`config.mk`:
```
export PLATFORM = sky130hd
export DESIGN_NAME = lc4_divider_iter
export DESIGN_NICKNAME = d
export VERILOG_FILES = /design/src/rtl/lc4_divider_iter.sv
export SDC_FILE = /design/constraint.sdc
export NUM_CORES = 1
export LEC_CHECK = 0
export ABC_AREA = 1
export BUFFER_PORTS_ARGS = -buffer_cell sky130_fd_sc_hd__buf_2
export CORE_ASPECT_RATIO = 1.25
export CORE_MARGIN = 1
export CORE_UTILIZATION = 63
export CTS_BUF_LIST = sky130_fd_sc_hd__clkbuf_4
export CTS_CLUSTER_DIAMETER = 100
export DETAILED_ROUTE_END_ITERATION = 12
export PLACE_DENSITY = 0.87
export SLEW_MARGIN = 20
export SYNTH_ARGS = -nofsm -noshare
export SYNTH_HDL_FRONTEND = slang
export SYNTH_SLANG_ARGS = --single-unit
```
`constraint.sdc`:
```
create_clock -name clk -period 7.1 [get_ports clk]
set_clock_uncertainty 0.1 [all_clocks]
set_input_delay 1.42 -clock clk [delete_from_list [all_inputs] [get_ports clk]]
set_output_delay 1.42 -clock clk [all_outputs]
set_load 0.005 [all_outputs]
```
`src/rtl/lc4_divider_iter.sv`:
```
// Restoring unsigned divider (DIV/MOD) for the LC4 ALU, one quotient bit per cycle.
// Optional early-exit path for zero divisor or dividend < divisor: LC4_DIV_FASTPATH_EN.
module lc4_divider_iter #(
    parameter int unsigned WIDTH = 16
) (
    input  logic             clk,
    input  logic             rst,
    input  logic             i_valid,
    output logic             o_ready,
    input  logic [WIDTH-1:0] i_dividend,
    input  logic [WIDTH-1:0] i_divisor,
    output logic             o_valid,
    input  logic             i_ready,
    output logic [WIDTH-1:0] o_quotient,
    output logic [WIDTH-1:0] o_remainder
);

    localparam int unsigned CntW = $clog2(WIDTH);

    typedef enum logic [1:0] {StIdle, StRun, StDone} state_e;

    state_e            r_state;
    logic [WIDTH-1:0]  r_shift;
    logic [WIDTH-1:0]  r_div;
    logic [WIDTH-1:0]  r_rem;
    logic [CntW-1:0]   r_cnt;

    logic [WIDTH:0]    w_shifted;
    logic [WIDTH-1:0]  w_div_n;
    logic [WIDTH-1:0]  w_sum;
    logic              w_c16;
    logic              w_neg;
    logic [WIDTH-1:0]  w_rem_next;
    logic [WIDTH-1:0]  w_shift_next;

    // 16-bit carry-lookahead adder: 4-bit groups with a lookahead carry chain between groups.
    function automatic logic [15:0] cla16(input logic [15:0] a, input logic [15:0] b,
                                          input logic cin);
        logic [15:0] g;
        logic [15:0] p;
        logic [15:0] c;
        logic [3:0]  gg;
        logic [3:0]  gp;
        logic [3:0]  gc;
        g = a & b;
        p = a ^ b;
        for (int k = 0; k < 4; k++) begin
            gg[k] = g[4*k+3] | (p[4*k+3] & g[4*k+2]) | (p[4*k+3] & p[4*k+2] & g[4*k+1])
                  | (p[4*k+3] & p[4*k+2] & p[4*k+1] & g[4*k]);
            gp[k] = &p[4*k +: 4];
        end
        gc[0] = cin;
        for (int k = 0; k < 3; k++) begin
            gc[k+1] = gg[k] | (gp[k] & gc[k]);
        end
        for (int k = 0; k < 4; k++) begin
            c[4*k] = gc[k];
            for (int j = 0; j < 3; j++) begin
                c[4*k+j+1] = g[4*k+j] | (p[4*k+j] & c[4*k+j]);
            end
        end
        return p ^ c;
    endfunction

    assign w_shifted = {r_rem, r_shift[WIDTH-1]};
    assign w_div_n   = ~r_div;
    assign w_sum     = cla16(w_shifted[WIDTH-1:0], w_div_n, 1'b1);

    // Carry out of bit 15 recovered from the sum bit; bit 16 of the trial result is the sign.
    assign w_c16 = (w_shifted[WIDTH-1] & w_div_n[WIDTH-1])
                 | (w_shifted[WIDTH-1] & (w_sum[WIDTH-1] ^ w_shifted[WIDTH-1] ^ w_div_n[WIDTH-1]))
                 | (w_div_n[WIDTH-1] & (w_sum[WIDTH-1] ^ w_shifted[WIDTH-1] ^ w_div_n[WIDTH-1]));
    assign w_neg = w_shifted[WIDTH] ^ 1'b1 ^ w_c16;

    assign w_rem_next   = w_neg ? w_shifted[WIDTH-1:0] : w_sum;
    assign w_shift_next = {r_shift[WIDTH-2:0], ~w_neg};

    always_ff @(posedge clk) begin
        if (rst) begin
            r_state     <= StIdle;
            r_shift     <= '0;
            r_div       <= '0;
            r_rem       <= '0;
            r_cnt       <= '0;
            o_ready     <= 1'b1;
            o_valid     <= 1'b0;
            o_quotient  <= '0;
            o_remainder <= '0;
        end else begin
            unique case (r_state)
                StIdle: begin
                    if (i_valid) begin
                        r_shift <= i_dividend;
                        r_div   <= i_divisor;
                        r_rem   <= '0;
                        r_cnt   <= '0;
                        o_ready <= 1'b0;
`ifdef LC4_DIV_FASTPATH_EN
                        if ((i_divisor == '0) || (i_dividend < i_divisor)) begin
                            r_state     <= StDone;
                            o_valid     <= 1'b1;
                            o_quotient  <= '0;
                            o_remainder <= (i_divisor == '0) ? '0 : i_dividend;
                        end else begin
                            r_state <= StRun;
                        end
`else
                        r_state <= StRun;
`endif
                    end
                end
                StRun: begin
                    r_rem   <= w_rem_next;
                    r_shift <= w_shift_next;
                    r_cnt   <= r_cnt + 1'b1;
                    if (r_cnt == CntW'(WIDTH - 1)) begin
                        r_state <= StDone;
                        o_valid <= 1'b1;
                        // LC4 defines x/0 and x%0 as zero.
                        if (r_div == '0) begin
                            o_quotient  <= '0;
                            o_remainder <= '0;
                        end else begin
                            o_quotient  <= w_shift_next;
                            o_remainder <= w_rem_next;
                        end
                    end
                end
                StDone: begin
                    if (i_ready) begin
                        r_state <= StIdle;
                        o_valid <= 1'b0;
                        o_ready <= 1'b1;
                    end
                end
                default: begin
                    r_state <= StIdle;
                    o_valid <= 1'b0;
                    o_ready <= 1'b1;
                end
            endcase
        end
    end

endmodule

```
* Word level (Yosys, flattened, before mapping)
Cells that the tools add are included.
** Word-level totals
- Register bits :: 88
- Logic and storage cells :: 115
- Bits of input ports :: 36
** Operators by class
- Reductions and logical operators :: 12
- Eq/ne operators :: 6
- Mux-type cells :: 19
- Add/sub/neg operators :: 1
- Bitwise logic cells :: 68
** Operators by type and width (number)
- 16-bit two-way mux :: 5
- 16-bit one-hot mux with 2 select lines :: 2
- 16-bit bitwise XOR :: 2
- 1-bit AND :: 31
- 1-bit bitwise OR :: 26
- 16-bit logical NOT :: 1
- 16-bit NOT :: 1
- 15-bit AND :: 1
- 4-bit AND reduction :: 3
- 3-bit AND reduction :: 3
- 4-bit one-hot mux with 2 select lines :: 1
- 2-bit two-way mux :: 3
- 2-bit inequality test, second input constant :: 3
- 1-bit one-hot mux with 3 select lines :: 2
- 2-bit one-hot mux with 3 select lines :: 1
- 2-bit AND reduction :: 3
- 4-bit by 1-bit adder with 4-bit output, second input constant :: 1
- 4-bit == test, second input constant :: 1
- 1-bit two-way mux :: 4
- 4-bit two-way mux :: 1
- 1-bit NOT :: 4
- 1-bit bitwise XOR :: 3
- 2-bit by 1-bit == test with 1-bit output, second input constant :: 1
- 2-bit == test, second input constant :: 1
- 2 further kinds :: 2

* Logic depth before layout (Yosys ltp)
- Word-level depth :: 26
- Depth in mapped cells :: 20
- Depth with buffers taken out :: 19

* Worst setup path before layout
Ideal clock, no wire load.
- Path type :: reg2reg
- Start :: register r_div[3]
- End :: register o_remainder[10]
- Arrival time :: 3.172 ns
- Required time :: 6.857 ns
- Path buffers :: 1
- Stages on the path, launching flop included :: 21
- Path slack :: 3.685 ns
- Period minus slack after synthesis :: 3.415 ns
- Path through :: dfxtp_1 inv_1 ha_1 a21oi_1 nand4_1 nand2_1 nand3_1 nand2_1 nand2_1 fa_1 fa_1 fa_1 inv_1 nand2_1 nand2_1 nand2_1 buf_6 nand3_1 nand2_1 nand2_2 a21oi_2
** On the way
- Word-level cells in the longest chain between the ends :: 26
** RTL lines
- start: declaration :: RTL line 24 : logic [WIDTH-1:0] r_div;
- start signal: assignment :: RTL line 94 : r_div <= i_divisor;
- 16-bit NOT :: RTL line 66 : assign w_div_n = ~r_div;
- 16-bit bitwise XOR :: RTL line 46 : p = a ^ b;
- 1-bit AND, on equally long branches :: RTL line 48, 49
- 1-bit bitwise OR (tied with other cells) :: RTL line 48 : gg[k] = g[4*k+3] | (p[4*k+3] & g[4*k+2]) | (p[4*k+3] & p[4*k+2] & g[4*k+1])
- 1-bit bitwise OR or 1-bit AND (tied branches) :: RTL line 48, 49
- 1-bit bitwise OR :: RTL line 49 : | (p[4*k+3] & p[4*k+2] & p[4*k+1] & g[4*k]);
- 1-bit bitwise OR :: RTL line 54 : gc[k+1] = gg[k] | (gp[k] & gc[k]);
- 1-bit AND :: RTL line 54
- [9 not listed]
- 16-bit bitwise XOR :: RTL line 62 : return p ^ c;
- 1-bit bitwise XOR (2 in a row) :: RTL line 71, 72
- 1-bit AND :: RTL line 71 : | (w_shifted[WIDTH-1] & (w_sum[WIDTH-1] ^ w_shifted[WIDTH-1] ^ w_div_n[WIDTH-1]))
- 1-bit bitwise OR :: RTL line 71
- 1-bit bitwise OR :: RTL line 72 : | (w_div_n[WIDTH-1] & (w_sum[WIDTH-1] ^ w_shifted[WIDTH-1] ^ w_div_n[WIDTH-1]));
- 1-bit bitwise XOR :: RTL line 73 : assign w_neg = w_shifted[WIDTH] ^ 1'b1 ^ w_c16;
- 16-bit two-way mux :: RTL line 75 : assign w_rem_next = w_neg ? w_shifted[WIDTH-1:0] : w_sum;
- 16-bit two-way mux * :: RTL line 120 : if (r_div == '0) begin
- end signal: assignment :: RTL line 125 : o_remainder <= w_rem_next;
- end: declaration :: RTL line 15 : output logic [WIDTH-1:0] o_remainder
Every way passes the cells marked *; elsewhere a longest branch is shown, timed or not.
A chain may end at the register's enable or synchronous reset.

* Worst setup path in the final report
- Start :: register r_rem[5]
- End :: register r_rem[5]
** On the way
- Word-level cells in the longest chain between the ends :: 23
** RTL lines
- start: declaration :: RTL line 25 : logic [WIDTH-1:0] r_rem;
- start signal: assignment :: RTL line 113 : r_rem <= w_rem_next;
- 15-bit AND or 16-bit bitwise XOR (tied branches) :: RTL line 45, 46
- 1-bit AND, on equally long branches :: RTL line 48, 49
- 1-bit bitwise OR (tied with other cells) :: RTL line 48
- 1-bit bitwise OR or 1-bit AND (tied branches) :: RTL line 48, 49
- 1-bit bitwise OR :: RTL line 49
- 1-bit bitwise OR * :: RTL line 54
- 1-bit AND * :: RTL line 54
- 1-bit bitwise OR * :: RTL line 54
- [6 not listed]
- 16-bit bitwise XOR * :: RTL line 62
- 1-bit bitwise XOR * (2 in a row) :: RTL line 71, 72
- 1-bit AND :: RTL line 71
- 1-bit bitwise OR :: RTL line 71
- 1-bit bitwise OR * :: RTL line 72
- 1-bit bitwise XOR * :: RTL line 73
- 16-bit two-way mux * :: RTL line 75
- 16-bit one-hot mux with 2 select lines * :: RTL line 90 : unique case (r_state)
Marks and branches as above.

==> flow_results.xml <==
<?xml version="1.0" encoding="UTF-8"?>
<metrics>
  <group name="floorplanning">
    <metric name="dieWidth" unit="um">75.63</metric>
    <metric name="rows" unit="">33</metric>
    <metric name="die_area" unit="mm2">0.007111</metric>
    <metric name="initial_utilization" unit="%">65.03</metric>
    <metric name="core_area" unit="mm2">0.006565</metric>
    <metric name="floorplan.io_pins" unit="">70</metric>
    <metric name="floorplan.die.height" unit="um">94.04</metric>
  </group>
  <group name="layout">
    <metric name="multi_input_comb_area" unit="mm2">0.002225</metric>
    <metric name="seq_area" unit="mm2">0.001762</metric>
    <metric name="utilization" unit="%">72.44</metric>
    <metric name="layout_cells_sized_above_1" unit="%">23.22</metric>
    <metric name="fillCellCount" unit="">543</metric>
    <metric name="synthToLayoutAreaGrowth" unit="%">11.40</metric>
    <metric name="finalNetCount" unit="">660</metric>
    <metric name="antenna-diode-count" unit="">0</metric>
  </group>
  <group name="yosys">
    <metric name="post_synth_instance_area" unit="mm2">0.004269</metric>
    <metric name="synth_seq_cells" unit="">88</metric>
    <metric name="synth_async_sr_flop_share" unit="%">0</metric>
    <metric name="synth.lib_cells_used.distinct" unit="">28</metric>
    <metric name="synth-edff-count" unit="">0</metric>
    <metric name="syn_avg_cell_area" unit="um2">7.805</metric>
    <metric name="dominantRegCellSynth" unit="">sky130_fd_sc_hd__dfxtp_1</metric>
    <metric name="mappedNetlistNets" unit="">608</metric>
    <metric name="post_synth_inst_count" unit="">547</metric>
    <metric name="yosys_warnings" unit="">0</metric>
    <metric name="synth.yosys.seq_area_share" unit="%">41.27</metric>
  </group>
  <group name="sta">
    <metric name="timing.final.hold_violations" unit="">0</metric>
    <metric name="period_share" unit="%">55.79</metric>
    <metric name="fmax" unit="GHz">0.2525</metric>
    <metric name="post-route-min-period" unit="ns">3.961</metric>
    <metric name="grt_setup_unrepaired" unit="">false</metric>
    <metric name="timing_worst_slew_pin_value" unit="ns">0.9382</metric>
    <metric name="timing.final.ws_setup" unit="ns">3.139</metric>
    <metric name="setup_violations" unit="">0</metric>
    <metric name="fin_setup_tns" unit="ns">0</metric>
    <metric name="slew_headroom" unit="%">37.30</metric>
    <metric name="drv_slew" unit="">0</metric>
  </group>
  <group name="global_routing">
    <metric name="grt_first_pass_wirelength" unit="mm">15.37</metric>
    <metric name="global_route_usage_sum" unit="%">28.82</metric>
    <metric name="grt_pass1_vias" unit="">3449</metric>
    <metric name="largest_net_degree_at_the_start_of_global_routing" unit="">58</metric>
    <metric name="grt_antenna_before_repair" unit="">0</metric>
    <metric name="overflow" unit="">0</metric>
  </group>
  <group name="cts">
    <metric name="cts_num_sinks" unit="">88</metric>
    <metric name="htree_levels" unit="">3</metric>
    <metric name="clkTransAtPathRegs" unit="ns">0.13</metric>
    <metric name="cts_post_setup_buffers_inserted" unit="">0</metric>
    <metric name="tritoncts" unit="">done</metric>
    <metric name="post_cts.resized_instances" unit="">0</metric>
    <metric name="insertion_delay" unit="ns">0.45</metric>
    <metric name="numCtsBuffers" unit="">9</metric>
    <metric name="cts_buffer_depth" unit="">2</metric>
    <metric name="cts_hold_buffers" unit="">0</metric>
    <metric name="cts-root-buf" unit="">sky130_fd_sc_hd__clkbuf_4</metric>
  </group>
  <group name="power">
    <metric name="switching_share" unit="%">30.68</metric>
    <metric name="p_seq_share" unit="%">50.6</metric>
    <metric name="intPower" unit="mW">0.7370</metric>
    <metric name="switchingPower" unit="mW">0.3263</metric>
    <metric name="comb_power_share" unit="%">19.9</metric>
    <metric name="pwr-share-clk" unit="%">29.5</metric>
    <metric name="power_density" unit="mW/mm2">223.6</metric>
    <metric name="p_leak" unit="nW">2.003</metric>
    <metric name="worst_ir_drop_vdd" unit="mV">0.1496</metric>
  </group>
  <group name="worst_hold_path">
    <metric name="holdCritPathClass" unit="">flip-flop to flip-flop</metric>
  </group>
  <group name="placement">
    <metric name="pre_cts_ws" unit="ns">3.275</metric>
    <metric name="port-buffer-count" unit="">69</metric>
    <metric name="globalplace.congestion" unit="">0.9211</metric>
    <metric name="hpwl" unit="mm">6.719</metric>
  </group>
  <group name="routing">
    <metric name="avgViaCountPerCell" unit="">5.545</metric>
    <metric name="antenna_left" unit="">0</metric>
    <metric name="drt_first_pass_iters" unit="">5</metric>
    <metric name="wire_length_per_cell_after_detailed_routing" unit="um">14.07</metric>
    <metric name="routed-via-count" unit="">3826</metric>
    <metric name="routed_wl" unit="mm">9.711</metric>
    <metric name="drt_iter0_markers" unit="">306</metric>
    <metric name="number_of_remaining_drc_errors" unit="">0</metric>
  </group>
  <group name="critical_path">
    <metric name="crit_path_end_kind" unit="">flip-flop</metric>
    <metric name="critPathRequiredTime" unit="ns">7.37</metric>
    <metric name="worst_setup_path_start_kind" unit="">flip-flop</metric>
    <metric name="worst-setup-path-type" unit="">flip-flop to flip-flop</metric>
    <metric name="worstPathMaxFanout" unit="">16</metric>
    <metric name="ff2ff_setup_slack" unit="ns">3.14</metric>
    <metric name="timing.critical_path.arrival" unit="ns">4.24</metric>
  </group>
  <group name="outcome">
    <metric name="status" unit="">finished clean</metric>
  </group>
  <group name="job">
    <metric name="maxCapViolations" unit="">0</metric>
  </group>
</metrics>
[metrics by stage]
stage / hold slack (ns) / total power, mW / instances / instance area, um2
finish: 0.3680 / 1.063 / 690 / 4756
global route: 0.3950 / 1.114 / 690 / 4756
CTS: 0.3722 / 1.065 / 689 / 4728
detailed placement: 0.3495 / 0.7564 / 674 / 4572
global placement: 0.3373 / 0.7481 / 674 / 4572
floorplan: 0.3445 / 0.7026 / 547 / 4269
[per-layer routing]
| layer | up-vias | wire length [um] | part of all wire [%] | GRT usage, % |
|---|---|---|---|---|
| met5 | - | 0 | 0 | 0 |
| met4 | 0 | 270 | 2.8 | 12.65 |
| met3 | 28 | 419 | 4.3 | 6.330 |
| met2 | 117 | 5210 | 54 | 51.41 |
| met1 | 1761 | 3811 | 39 | 31.85 |
| li1 | 1920 | - | - | - |
[path summary, 6_finish.rpt]
check | end | depth (start not counted) | start
worst max-delay path | r_rem[5] | 17 | r_rem[5]
worst min-delay path | o_ready | 2 | o_ready
worst max register to register | r_rem[5] | 17 | r_rem[5]
worst min register to register | o_ready | 2 | o_ready
[state kept, by name, summed over array words and instances (netlist names)]
register / count
o_ready: 1
r_rem: 16
r_shift: 16
r_div: 16
r_cnt: 4
o_remainder: 16
o_valid: 1
r_state: 2
o_quotient: 16
[critical path, stage by stage (launching register included)]
cell and delay, ns:
sky130_fd_sc_hd__dfxtp_1 0.47, sky130_fd_sc_hd__ha_1 0.28, sky130_fd_sc_hd__nand2_1 0.09, sky130_fd_sc_hd__inv_1 0.05, sky130_fd_sc_hd__a21boi_0 0.20, sky130_fd_sc_hd__nand3_1 0.15
sky130_fd_sc_hd__nand2_1 0.08, sky130_fd_sc_hd__nand2_1 0.06, sky130_fd_sc_hd__fa_1 0.38, sky130_fd_sc_hd__fa_1 0.38, sky130_fd_sc_hd__fa_1 0.43, sky130_fd_sc_hd__inv_1 0.12
sky130_fd_sc_hd__nand2_1 0.11, sky130_fd_sc_hd__nand3_1 0.45, sky130_fd_sc_hd__nand3_1 0.18, sky130_fd_sc_hd__nand2_1 0.14, sky130_fd_sc_hd__nand2_1 0.07, sky130_fd_sc_hd__a21oi_1 0.15
[layout make-up]
type                       count  share of cell area (%)
inverter                      29                   2.289
sequential                    88                   37.04
timing repair buffer          73                   8.314
multi-input combinational    398                   46.78
tap                           87                   2.289
clock inverter                 5                   1.710
clock buffer                  10                   1.579
[cells in the final DEF, fill, tap and decap left out, drive strengths merged, types with 10 or more instances in the layout]
master  instances
fa             11
a31oi          16
ha             14
nand2         177
nor2           16
o21ai          34
dfxtp          88
inv            30
nand3          44
a21oi          76
clkbuf         10
buf            73
[synth_stat cells (3+ instances only)]
cell | n | area share [%]
sky130_fd_sc_hd__nand2_1 | 155 | 14
sky130_fd_sc_hd__dfxtp_1 | 88 | 41
sky130_fd_sc_hd__a21oi_1 | 55 | 6.4
sky130_fd_sc_hd__nand3_1 | 42 | 4.9
sky130_fd_sc_hd__inv_1 | 24 | 2.1
sky130_fd_sc_hd__nand2_2 | 21 | 3.1
sky130_fd_sc_hd__a21oi_2 | 20 | 4.1
sky130_fd_sc_hd__o21ai_0 | 20 | 2.3
sky130_fd_sc_hd__clkbuf_1 | 18 | 1.6
sky130_fd_sc_hd__a31oi_1 | 16 | 2.3
sky130_fd_sc_hd__nor2_1 | 15 | 1.3
sky130_fd_sc_hd__ha_1 | 14 | 4.1
sky130_fd_sc_hd__o21ai_1 | 14 | 1.6
sky130_fd_sc_hd__fa_1 | 11 | 5.2
sky130_fd_sc_hd__buf_2 | 7 | 0.82
sky130_fd_sc_hd__buf_6 | 5 | 1.3
sky130_fd_sc_hd__inv_2 | 5 | 0.44
sky130_fd_sc_hd__nand4_1 | 3 | 0.44
sky130_fd_sc_hd__xor2_1 | 3 | 0.62
[power by group through the flow]
stage	registers (mW)	clock network (mW)	logic [mW]
after floorplan	0.542	0	0.160
after global placement	0.547	0	0.201
after detailed placement	0.549	0	0.208
after CTS	0.538	0.319	0.208
after global routing	0.541	0.336	0.237
final	0.539	0.314	0.211
[logic make-up (layout without fill, tap and decap cells)]
kind of cell / Yosys count / in the layout / synth area share [%]
AO/OA/AOI/OAI: 129 / 129 / 17.82
XOR/XNOR: 3 / 3 / 0.6156
adder cells (fa/ha/maj): 25 / 25 / 9.261
buffers and inverters: 61 / 117 / 6.623
flip-flops: 88 / 88 / 41.27
AND/OR/NAND/NOR: 241 / 241 / 24.41
(Power assumes the default switching activity.)
